$ cat config.mk
export PLATFORM = sky130hd
export DESIGN_NAME = decode_cycle
export DESIGN_NICKNAME = d
export VERILOG_FILES = /design/src/rtl/decode_cycle_pkg.sv /design/src/rtl/decode_cycle_reg_file.sv /design/src/rtl/decode_cycle.sv
export SDC_FILE = /design/constraint.sdc
export NUM_CORES = 2
export LEC_CHECK = 0
export CORE_AREA = 2 2 335 337
export DETAILED_ROUTE_END_ITERATION = 12
export DIE_AREA = 0 0 337 339
export MAX_ROUTING_LAYER = met4
export PLACE_DENSITY = 0.72
export SLEW_MARGIN = 20
export SYNTH_ARGS = -nofsm -noshare
export SYNTH_HDL_FRONTEND = slang
export SYNTH_HIERARCHICAL = 1
export SYNTH_SLANG_ARGS = --single-unit
$ cat constraint.sdc
create_clock -name clk -period 2.1 [get_ports clk]
set_input_delay 0.42 -clock clk [delete_from_list [all_inputs] [get_ports clk]]
set_output_delay 0.42 -clock clk [all_outputs]
set_load 0.01 [all_outputs]
$ cat src/rtl/decode_cycle_pkg.sv
// Shared decode-stage types: opcodes, ALU/immediate encodings and the D/E payload.
package decode_cycle_pkg;

  localparam int unsigned XLEN   = 32;
  localparam int unsigned NREG   = 32;
  localparam int unsigned REG_AW = 5;

  localparam logic [6:0] OP_LOAD   = 7'b0000011;
  localparam logic [6:0] OP_STORE  = 7'b0100011;
  localparam logic [6:0] OP_RTYPE  = 7'b0110011;
  localparam logic [6:0] OP_ITYPE  = 7'b0010011;
  localparam logic [6:0] OP_BRANCH = 7'b1100011;

  // Encodings shared with the execute-stage ALU.
  typedef enum logic [2:0] {
    ALU_ADD = 3'b000,
    ALU_SUB = 3'b001,
    ALU_AND = 3'b010,
    ALU_OR  = 3'b011,
    ALU_SLT = 3'b101
  } alu_ctrl_e;

  typedef enum logic [1:0] {
    IMM_I = 2'b00,
    IMM_S = 2'b01,
    IMM_B = 2'b10
  } imm_src_e;

  typedef enum logic [1:0] {
    ALUOP_ADD   = 2'b00,
    ALUOP_SUB   = 2'b01,
    ALUOP_FUNCT = 2'b10
  } alu_op_e;

  typedef struct packed {
    logic     reg_write;
    logic     result_src;
    logic     mem_write;
    logic     branch;
    logic     alu_src;
    imm_src_e imm_src;
    alu_op_e  alu_op;
  } ctrl_t;

  typedef struct packed {
    logic              reg_write;
    logic              result_src;
    logic              mem_write;
    logic              branch;
    logic              alu_src;
    alu_ctrl_e         alu_control;
    logic [XLEN-1:0]   rd1;
    logic [XLEN-1:0]   rd2;
    logic [XLEN-1:0]   imm_ext;
    logic [XLEN-1:0]   pc;
    logic [XLEN-1:0]   pc_plus4;
    logic [REG_AW-1:0] rd;
    logic [REG_AW-1:0] rs1;
    logic [REG_AW-1:0] rs2;
  } de_t;

  function automatic logic [XLEN-1:0] imm_extend(input logic [31:0] instr, input imm_src_e src);
    logic s;
    s = instr[31];
    case (src)
      IMM_S:   imm_extend = {{20{s}}, instr[31:25], instr[11:7]};
      IMM_B:   imm_extend = {{19{s}}, s, instr[7], instr[30:25], instr[11:8], 1'b0};
      default: imm_extend = {{20{s}}, instr[31:20]};
    endcase
  endfunction

endpackage

$ cat src/rtl/decode_cycle_reg_file.sv
// 2-read/1-write architectural register file with x0 hardwired to zero and write-first bypass.
module decode_cycle_reg_file
  import decode_cycle_pkg::*;
(
  input  logic              clk,
  input  logic              rst_n,
  input  logic [REG_AW-1:0] ra1,
  input  logic [REG_AW-1:0] ra2,
  input  logic              we,
  input  logic [REG_AW-1:0] wa,
  input  logic [XLEN-1:0]   wd,
  output logic [XLEN-1:0]   rd1_c,
  output logic [XLEN-1:0]   rd2_c
);

  logic [XLEN-1:0] mem_q [NREG];
  logic [XLEN-1:0] mem_d [NREG];
  logic            wr_en;

  assign wr_en = we && (wa != '0);

  always_comb begin
    mem_d = mem_q;
    if (wr_en) mem_d[wa] = wd;
  end

  always_ff @(posedge clk or negedge rst_n) begin
    if (!rst_n) begin
      for (int i = 0; i < int'(NREG); i++) mem_q[i] <= '0;
    end else begin
      mem_q <= mem_d;
    end
  end

  // Same-cycle writeback is forwarded so decode never sees a stale operand.
  always_comb begin
    rd1_c = '0;
    rd2_c = '0;
    if (ra1 != '0) rd1_c = (wr_en && wa == ra1) ? wd : mem_q[ra1];
    if (ra2 != '0) rd2_c = (wr_en && wa == ra2) ? wd : mem_q[ra2];
  end

endmodule

$ cat src/rtl/decode_cycle.sv
// RV32I-subset decode stage: control decode, immediate extension, register read and D/E register.
module decode_cycle
  import decode_cycle_pkg::*;
(
  input  logic              clk,
  input  logic              rst,
  input  logic [31:0]       InstrD,
  input  logic [XLEN-1:0]   PCD,
  input  logic [XLEN-1:0]   PCPlus4D,
  input  logic              FlushE,
  input  logic              RegWriteW,
  input  logic [REG_AW-1:0] RDW,
  input  logic [XLEN-1:0]   ResultW,
  output logic [REG_AW-1:0] RS1D,
  output logic [REG_AW-1:0] RS2D,
  output logic              RegWriteE,
  output logic              ResultSrcE,
  output logic              MemWriteE,
  output logic              BranchE,
  output logic              ALUSrcE,
  output logic [2:0]        ALUControlE,
  output logic [XLEN-1:0]   RD1E,
  output logic [XLEN-1:0]   RD2E,
  output logic [XLEN-1:0]   ImmExtE,
  output logic [XLEN-1:0]   PCE,
  output logic [XLEN-1:0]   PCPlus4E,
  output logic [REG_AW-1:0] RDE,
  output logic [REG_AW-1:0] RS1E,
  output logic [REG_AW-1:0] RS2E
);

  logic [6:0]      opcode;
  logic [2:0]      funct3;
  ctrl_t           ctrl;
  alu_ctrl_e       alu_control;
  logic [XLEN-1:0] rd1, rd2;
  de_t             de_d, de_q;

  assign opcode = InstrD[6:0];
  assign funct3 = InstrD[14:12];
  assign RS1D   = InstrD[19:15];
  assign RS2D   = InstrD[24:20];

  // Main decoder; unknown opcodes fall through as a NOP.
  always_comb begin
    ctrl = ctrl_t'('0);
    case (opcode)
      OP_LOAD: begin
        ctrl.reg_write  = 1'b1;
        ctrl.result_src = 1'b1;
        ctrl.alu_src    = 1'b1;
      end
      OP_STORE: begin
        ctrl.mem_write = 1'b1;
        ctrl.alu_src   = 1'b1;
        ctrl.imm_src   = IMM_S;
      end
      OP_RTYPE: begin
        ctrl.reg_write = 1'b1;
        ctrl.alu_op    = ALUOP_FUNCT;
      end
      OP_ITYPE: begin
        ctrl.reg_write = 1'b1;
        ctrl.alu_src   = 1'b1;
        ctrl.alu_op    = ALUOP_FUNCT;
      end
      OP_BRANCH: begin
        ctrl.branch  = 1'b1;
        ctrl.imm_src = IMM_B;
        ctrl.alu_op  = ALUOP_SUB;
      end
      default: ;
    endcase
  end

  // ALU decoder; InstrD[30] selects sub only for register-register ops.
  always_comb begin
    alu_control = ALU_ADD;
    case (ctrl.alu_op)
      ALUOP_SUB: alu_control = ALU_SUB;
      ALUOP_FUNCT: begin
        case (funct3)
          3'b000:  alu_control = (opcode[5] && InstrD[30]) ? ALU_SUB : ALU_ADD;
          3'b010:  alu_control = ALU_SLT;
          3'b110:  alu_control = ALU_OR;
          3'b111:  alu_control = ALU_AND;
          default: alu_control = ALU_ADD;
        endcase
      end
      default: alu_control = ALU_ADD;
    endcase
  end

  decode_cycle_reg_file u_reg_file (
    .clk   (clk),
    .rst_n (rst),
    .ra1   (RS1D),
    .ra2   (RS2D),
    .we    (RegWriteW),
    .wa    (RDW),
    .wd    (ResultW),
    .rd1_c (rd1),
    .rd2_c (rd2)
  );

  always_comb begin
    de_d = de_t'('0);
    if (!FlushE) begin
      de_d.reg_write   = ctrl.reg_write;
      de_d.result_src  = ctrl.result_src;
      de_d.mem_write   = ctrl.mem_write;
      de_d.branch      = ctrl.branch;
      de_d.alu_src     = ctrl.alu_src;
      de_d.alu_control = alu_control;
      de_d.rd1         = rd1;
      de_d.rd2         = rd2;
      de_d.imm_ext     = imm_extend(InstrD, ctrl.imm_src);
      de_d.pc          = PCD;
      de_d.pc_plus4    = PCPlus4D;
      de_d.rd          = InstrD[11:7];
      de_d.rs1         = RS1D;
      de_d.rs2         = RS2D;
    end
  end

  always_ff @(posedge clk or negedge rst) begin
    if (!rst) de_q <= de_t'('0);
    else      de_q <= de_d;
  end

  assign RegWriteE   = de_q.reg_write;
  assign ResultSrcE  = de_q.result_src;
  assign MemWriteE   = de_q.mem_write;
  assign BranchE     = de_q.branch;
  assign ALUSrcE     = de_q.alu_src;
  assign ALUControlE = de_q.alu_control;
  assign RD1E        = de_q.rd1;
  assign RD2E        = de_q.rd2;
  assign ImmExtE     = de_q.imm_ext;
  assign PCE         = de_q.pc;
  assign PCPlus4E    = de_q.pc_plus4;
  assign RDE         = de_q.rd;
  assign RS1E        = de_q.rs1;
  assign RS2E        = de_q.rs2;

endmodule

# Word-level counts from Yosys, hierarchy flattened

Index checks and enable logic that the tools add are counted.

Bits in registers: 1207
Word-level logic and storage cells: 104
Bits of input ports: 137
Output and inout port bits: 193

Equality and inequality tests: 14
Magnitude comparators: 4
Bitwise operators: 3
Reduce and logical (&&, ||, !) cells: 12
Mux-type cells: 25

Operators with widths:

| operator           | number |
|---|---|
| $bwmux 1024        | 1 |
| $bmux 32 s5        | 2 |
| $mux 32            | 9 |
| $mux 183           | 1 |
| $demux 32 s5       | 1 |
| $pmux 12 s2        | 1 |
| $ge 6x6->1 const B | 3 |
| $not 5->6          | 3 |
| $reduce_bool 5->1  | 3 |
| $eq 7x6->1 const B | 2 |
| $pmux 3 s4         | 1 |
| $eq 5x5->1         | 2 |
| $pmux 2 s2         | 2 |
| $eq 7x2->1 const B | 1 |
| $eq 7x5->1 const B | 1 |
| $eq 7x7->1 const B | 1 |
| $eq 3x3->1 const B | 2 |
| $lt 6x1->1 const B | 1 |
| $mux 1             | 6 |
| $pmux 3 s2         | 1 |
| $reduce_or 3->1    | 2 |
| $logic_and 1x1->1  | 5 |
| $eq 2x1->1 const B | 2 |
| $eq 2x2->1 const B | 2 |
| other kinds (3)    | 3 |

# Logic depth before layout (Yosys ltp)

Word-level depth: 7
Gate-level depth with buffers: 11

# Cells and area by module

The synthesis kept the hierarchy.

By module, submodules not included:

| module                | cells each | instances | area an instance (µm²) |
|---|---|---|---|
| decode_cycle_reg_file | 3787       | 1         | 54890.1 |
| decode_cycle          | 412        | 1         | 5689.2 |

# Worst setup path before layout

OpenSTA, ideal clock, no wires.

Path kind: input to register
Start point: input port InstrD[15]
End point: register de_q, in the netlist RD1E[22]
Buffers on the path: 3
Arrival: 2167 ps
Path slack: -189 ps
Stages: 7
Cells stage by stage: buf_6 -> buf_6 -> buf_2 -> mux4_2 -> a221o_1 -> a32o_1 -> nor2b_1

RTL lines:

| item                   | line                | text |
|---|---|---|
| start: declaration     | decode_cycle.sv:7   | `input logic [31:0] InstrD,` |
| end signal: assignment | decode_cycle.sv:127 | `if (!rst) de_q <= de_t'('0);` |
| end: declaration       | decode_cycle.sv:37  | `de_t de_d, de_q;` |

==> impl_metrics.json <==
{
  "outcome": "finished, final reports clean",
  "tritoncts": "done",
  "ys_seq_elements": 1188,
  "postSynthNetCount": 4340,
  "cp-start-kind": "flip-flop",
  "postRouteWirelength_um": 206000,
  "cts.sink_count": 1188,
  "post_synth_main_area_contributors": "sky130_fd_sc_hd__dfrtp_1 (49%), sky130_fd_sc_hd__mux2_2 (19%), sky130_fd_sc_hd__mux4_2 (15%)",
  "route.antenna.remaining_nets": 0,
  "internal_power_mw": 49.5,
  "final_core_util_pct": 67.4,
  "netSwitchingPower_mw": 18.1,
  "initial_drt_markers": 4028,
  "timing.fmax_ghz": 0.483,
  "worst-path-max-fanout": 3,
  "global_route.peak_usage_layer": "met2",
  "combined_area_of_the_multi_input_logic_cells_um2": 28700,
  "total_leakage_power_nw": 33.1,
  "area_of_the_core_um2": 110000,
  "grt_util_met3_pct": 8.60,
  "synthFlopType": "sky130_fd_sc_hd__dfrtp_1",
  "final_layout_size_suffix_gt1_share_pct": 46.9,
  "hp-class": "input port to flip-flop",
  "hpwl_um": 140000,
  "fin_crit_ps": 2070,
  "power.share.combinational_pct": 19.7,
  "via_per_inst": 6.72,
  "htree_levels": 4,
  "netlist_instances": 4199,
  "final_critical_path_setup_slack_ps": 29.2,
  "pwr_density_cell_nw_per_um2": 909,
  "synth.largest_area_cell": "sky130_fd_sc_hd__dfrtp_1",
  "drc_errors": 0,
  "slew-limit-headroom_pct": 53.2,
  "grt_first_pass_wirelength_um": 301000,
  "vias": 42467,
  "post_synth_num_cell_types": 61,
  "slew_worst_pin_ps": 700,
  "totalPowerFinal_mw": 67.6,
  "io-pin-count": 330,
  "max_cap_violations": 0,
  "synthToLayoutAreaGrowth_pct": 22.9,
  "fin_skew_ps": 25.7,
  "post_drt_wl_per_cell_um": 32.7,
  "finish.net_count": 4859,
  "clock_power_share_pct": 36.1,
  "worstSkewPairLatency_ps": 760,
  "clock_transition_time_at_the_flip_flop_clock_pins_of_the_worst_setup_and_hold_paths_ps": 60,
  "critPathKind": "flip-flop to flip-flop",
  "vdd_drop_max_mv": 0.777,
  "placed_cell_area_um2": 69900,
  "count_of_flip_flops_with_a_built_in_enable_after_synthesis": 0,
  "sequential_cell_area_um2": 29800,
  "syn_area_um2": 60600,
  "initial_utilization_pct": 54.9,
  "final-max-slew-violation-count": 0,
  "asyncSetResetFlopFracSynth_pct": 100,
  "crit_required_ps": 2720,
  "num_rows": 122,
  "avgSynthCellArea_um2": 14.4,
  "die_height_um": 339,
  "clk_path_buf_depth": 3,
  "place_ws_ps": -674,
  "cts_inserted_buffers": 132,
  "design_area_um2": 74400,
  "final-hold-violation-count": 0,
  "seqPwrFrac_pct": 44.2,
  "yosys.area.top_type_share_pct": 49.1,
  "grt-ovfl-total": 0,
  "grt.met2_usage_pct": 55.9,
  "power_switching_share_pct": 26.8,
  "synth-warning-count": 6,
  "placement.io_buffers": 329,
  "grt_antenna_before_repair": 14,
  "design.die.area_um2": 114000,
  "arrival_ps": 2690,
  "fillCellCount": 7734,
  "grt_max_degree": 83,
  "track_usage_pct": 37.5,
  "drt_pass1_iterations": 8,
  "critical_path.endpoint_type": "flip-flop",
  "ys_seq_area_share_pct": 49.1,
  "globalRouteMet1Util_pct": 47.8,
  "via_count_of_the_first_global_routing_pass": 43663,
  "timing.final.setup_violations": 0,
  "routabilityCongestion": 0.912,
  "final.setup.tns_ps": 0,
  "layout_worst_path_cycle_share_pct": 98.6,
  "chipWidth_um": 337,
  "cts.root.buffer_cell": "sky130_fd_sc_hd__clkbuf_16"
}
==> Yosys cell counts, types with 8 or more instances <==
| master | number |
|---|---|
| sky130_fd_sc_hd__nor4_1 | 19 |
| sky130_fd_sc_hd__o21ai_0 | 34 |
| sky130_fd_sc_hd__a221o_1 | 28 |
| sky130_fd_sc_hd__o221ai_1 | 32 |
| sky130_fd_sc_hd__o22a_1 | 8 |
| sky130_fd_sc_hd__nor2b_1 | 155 |
| sky130_fd_sc_hd__a22oi_1 | 45 |
| sky130_fd_sc_hd__clkbuf_1 | 260 |
| sky130_fd_sc_hd__buf_2 | 92 |
| sky130_fd_sc_hd__nand2b_1 | 14 |
| sky130_fd_sc_hd__a221oi_1 | 46 |
| sky130_fd_sc_hd__nor3b_1 | 8 |
| sky130_fd_sc_hd__nand3b_1 | 12 |
| sky130_fd_sc_hd__nand2_1 | 80 |
| sky130_fd_sc_hd__buf_4 | 51 |
| sky130_fd_sc_hd__inv_1 | 9 |
| sky130_fd_sc_hd__buf_1 | 55 |
| sky130_fd_sc_hd__mux4_2 | 394 |
| sky130_fd_sc_hd__a32o_1 | 33 |
| sky130_fd_sc_hd__buf_6 | 31 |
| sky130_fd_sc_hd__a21oi_1 | 40 |
| sky130_fd_sc_hd__a211oi_1 | 33 |
| sky130_fd_sc_hd__o22ai_1 | 81 |
| sky130_fd_sc_hd__mux2i_1 | 252 |
| sky130_fd_sc_hd__mux2_2 | 1024 |
| sky130_fd_sc_hd__nor2_1 | 62 |
| sky130_fd_sc_hd__dfrtp_1 | 1188 |
| sky130_fd_sc_hd__nor3_1 | 23 |
==> stage by stage <==
stage                     cells  hold slack (ps)
after floorplan            4199              124
after global placement     6069              342
after detailed placement   6069              341
after CTS                  6307             89.4
after global routing       6320              124
final                      6322              117
==> cells by family after synthesis <==
family / after synthesis / synth area share (%)
multiplexers: 1670 / 37.8
flip-flops: 1188 / 49.1
buffers and inverters: 499 / 3.98
AO/OA/AOI/OAI: 419 / 5.19
AND/OR/NAND/NOR: 409 / 3.68
XOR/XNOR: 10 / 0.145
adder cells (fa/ha/maj): 4 / 0.0826
==> worst paths after layout <==
check,cells after the start,slack (ps),start,to
worst min register to register,0,390,u_reg_file/mem_q[1002],u_reg_file/mem_q[1002]
worst max-delay path,5,30,u_reg_file/mem_q[29],RD1E[29]
min in group asynchronous,2,180,rst,PCE[0]
worst min-delay path,2,120,FlushE,ImmExtE[10]
worst max register to register,5,30,u_reg_file/mem_q[29],RD1E[29]
max in group asynchronous,3,990,rst,u_reg_file/mem_q[664]
==> placed cells by master (no fill, tap or decap), types with 23 or more instances in the layout <==
cell	n
sky130_fd_sc_hd__o221ai_1	32
sky130_fd_sc_hd__clkbuf_1	25
sky130_fd_sc_hd__nand2_1	64
sky130_fd_sc_hd__a22oi_1	45
sky130_fd_sc_hd__a221o_1	28
sky130_fd_sc_hd__clkdlybuf4s50_1	218
sky130_fd_sc_hd__dfrtp_1	1169
sky130_fd_sc_hd__mux2_2	1024
sky130_fd_sc_hd__a21oi_1	39
sky130_fd_sc_hd__nor2_1	45
sky130_fd_sc_hd__a32o_1	33
sky130_fd_sc_hd__o21ai_0	33
sky130_fd_sc_hd__a221oi_1	46
sky130_fd_sc_hd__nor3_1	23
sky130_fd_sc_hd__buf_12	178
sky130_fd_sc_hd__nor2b_1	152
sky130_fd_sc_hd__mux2i_1	252
sky130_fd_sc_hd__clkbuf_16	136
sky130_fd_sc_hd__a211oi_1	33
sky130_fd_sc_hd__clkbuf_8	31
sky130_fd_sc_hd__mux4_2	394
sky130_fd_sc_hd__o22ai_1	81
sky130_fd_sc_hd__buf_4	367
sky130_fd_sc_hd__dlygate4sd2_1	96
==> power by group through the flow <==
stage          clock network, mW  logic (mW)  registers [mW]
3_3_place_gp                   0        12.9            29.9
5_1_grt                     25.6        14.1            30.3
6_report                    24.4        13.3            29.9
3_5_place_dp                   0        13.3            30.2
2_1_floorplan                  0        9.06            29.1
4_1_cts                     24.6        13.2            29.8
==> repair_timing <==
item | in CTS | in global routing
setup endpoints to repair | 97 | 5
endpoints found under the hold margin | 172 | 0
hold buffers | 1 | 0
setup buffers | 0 | 2
resized for setup | 119 | 3
pin swaps | 0 | 1
==> critical path, stage by stage (launching register included) <==
cell and delay, ps:
sky130_fd_sc_hd__dfrtp_1 400, sky130_fd_sc_hd__mux4_2 490, sky130_fd_sc_hd__mux2_2 310, sky130_fd_sc_hd__a221o_1 350, sky130_fd_sc_hd__a32o_1 270, sky130_fd_sc_hd__nor2b_1 140
==> area by class of cell <==
type	instances	area share (%)
clock inverter	46	0.886
sequential	1188	40.0
inverter	10	0.0504
clock buffer	191	5.25
multi-input combinational	2512	38.5
tap	1488	2.50
antenna	13	0.0437
timing repair buffer	874	12.8
==> routing by layer <==
| metal | part of all wire [%] | vias to the layer above |
|---|---|---|
| met2 | 46 | 2392 |
| met5 | 0 | - |
| met3 | 9.5 | 753 |
| met4 | 6.4 | 0 |
| li1 | - | 17006 |
| met1 | 38 | 22316 |
==> registers in the layout (all words and copies together) (netlist names), 3 cells and up <==
name              cells
ALUControlE           3
ImmExtE              13
PCE                  32
PCPlus4E             32
RD1E                 32
RD2E                 32
RDE                   5
RS1E                  5
RS2E                  5
u_reg_file/mem_q   1024
Note: power is estimated with default switching activity, not from simulation.
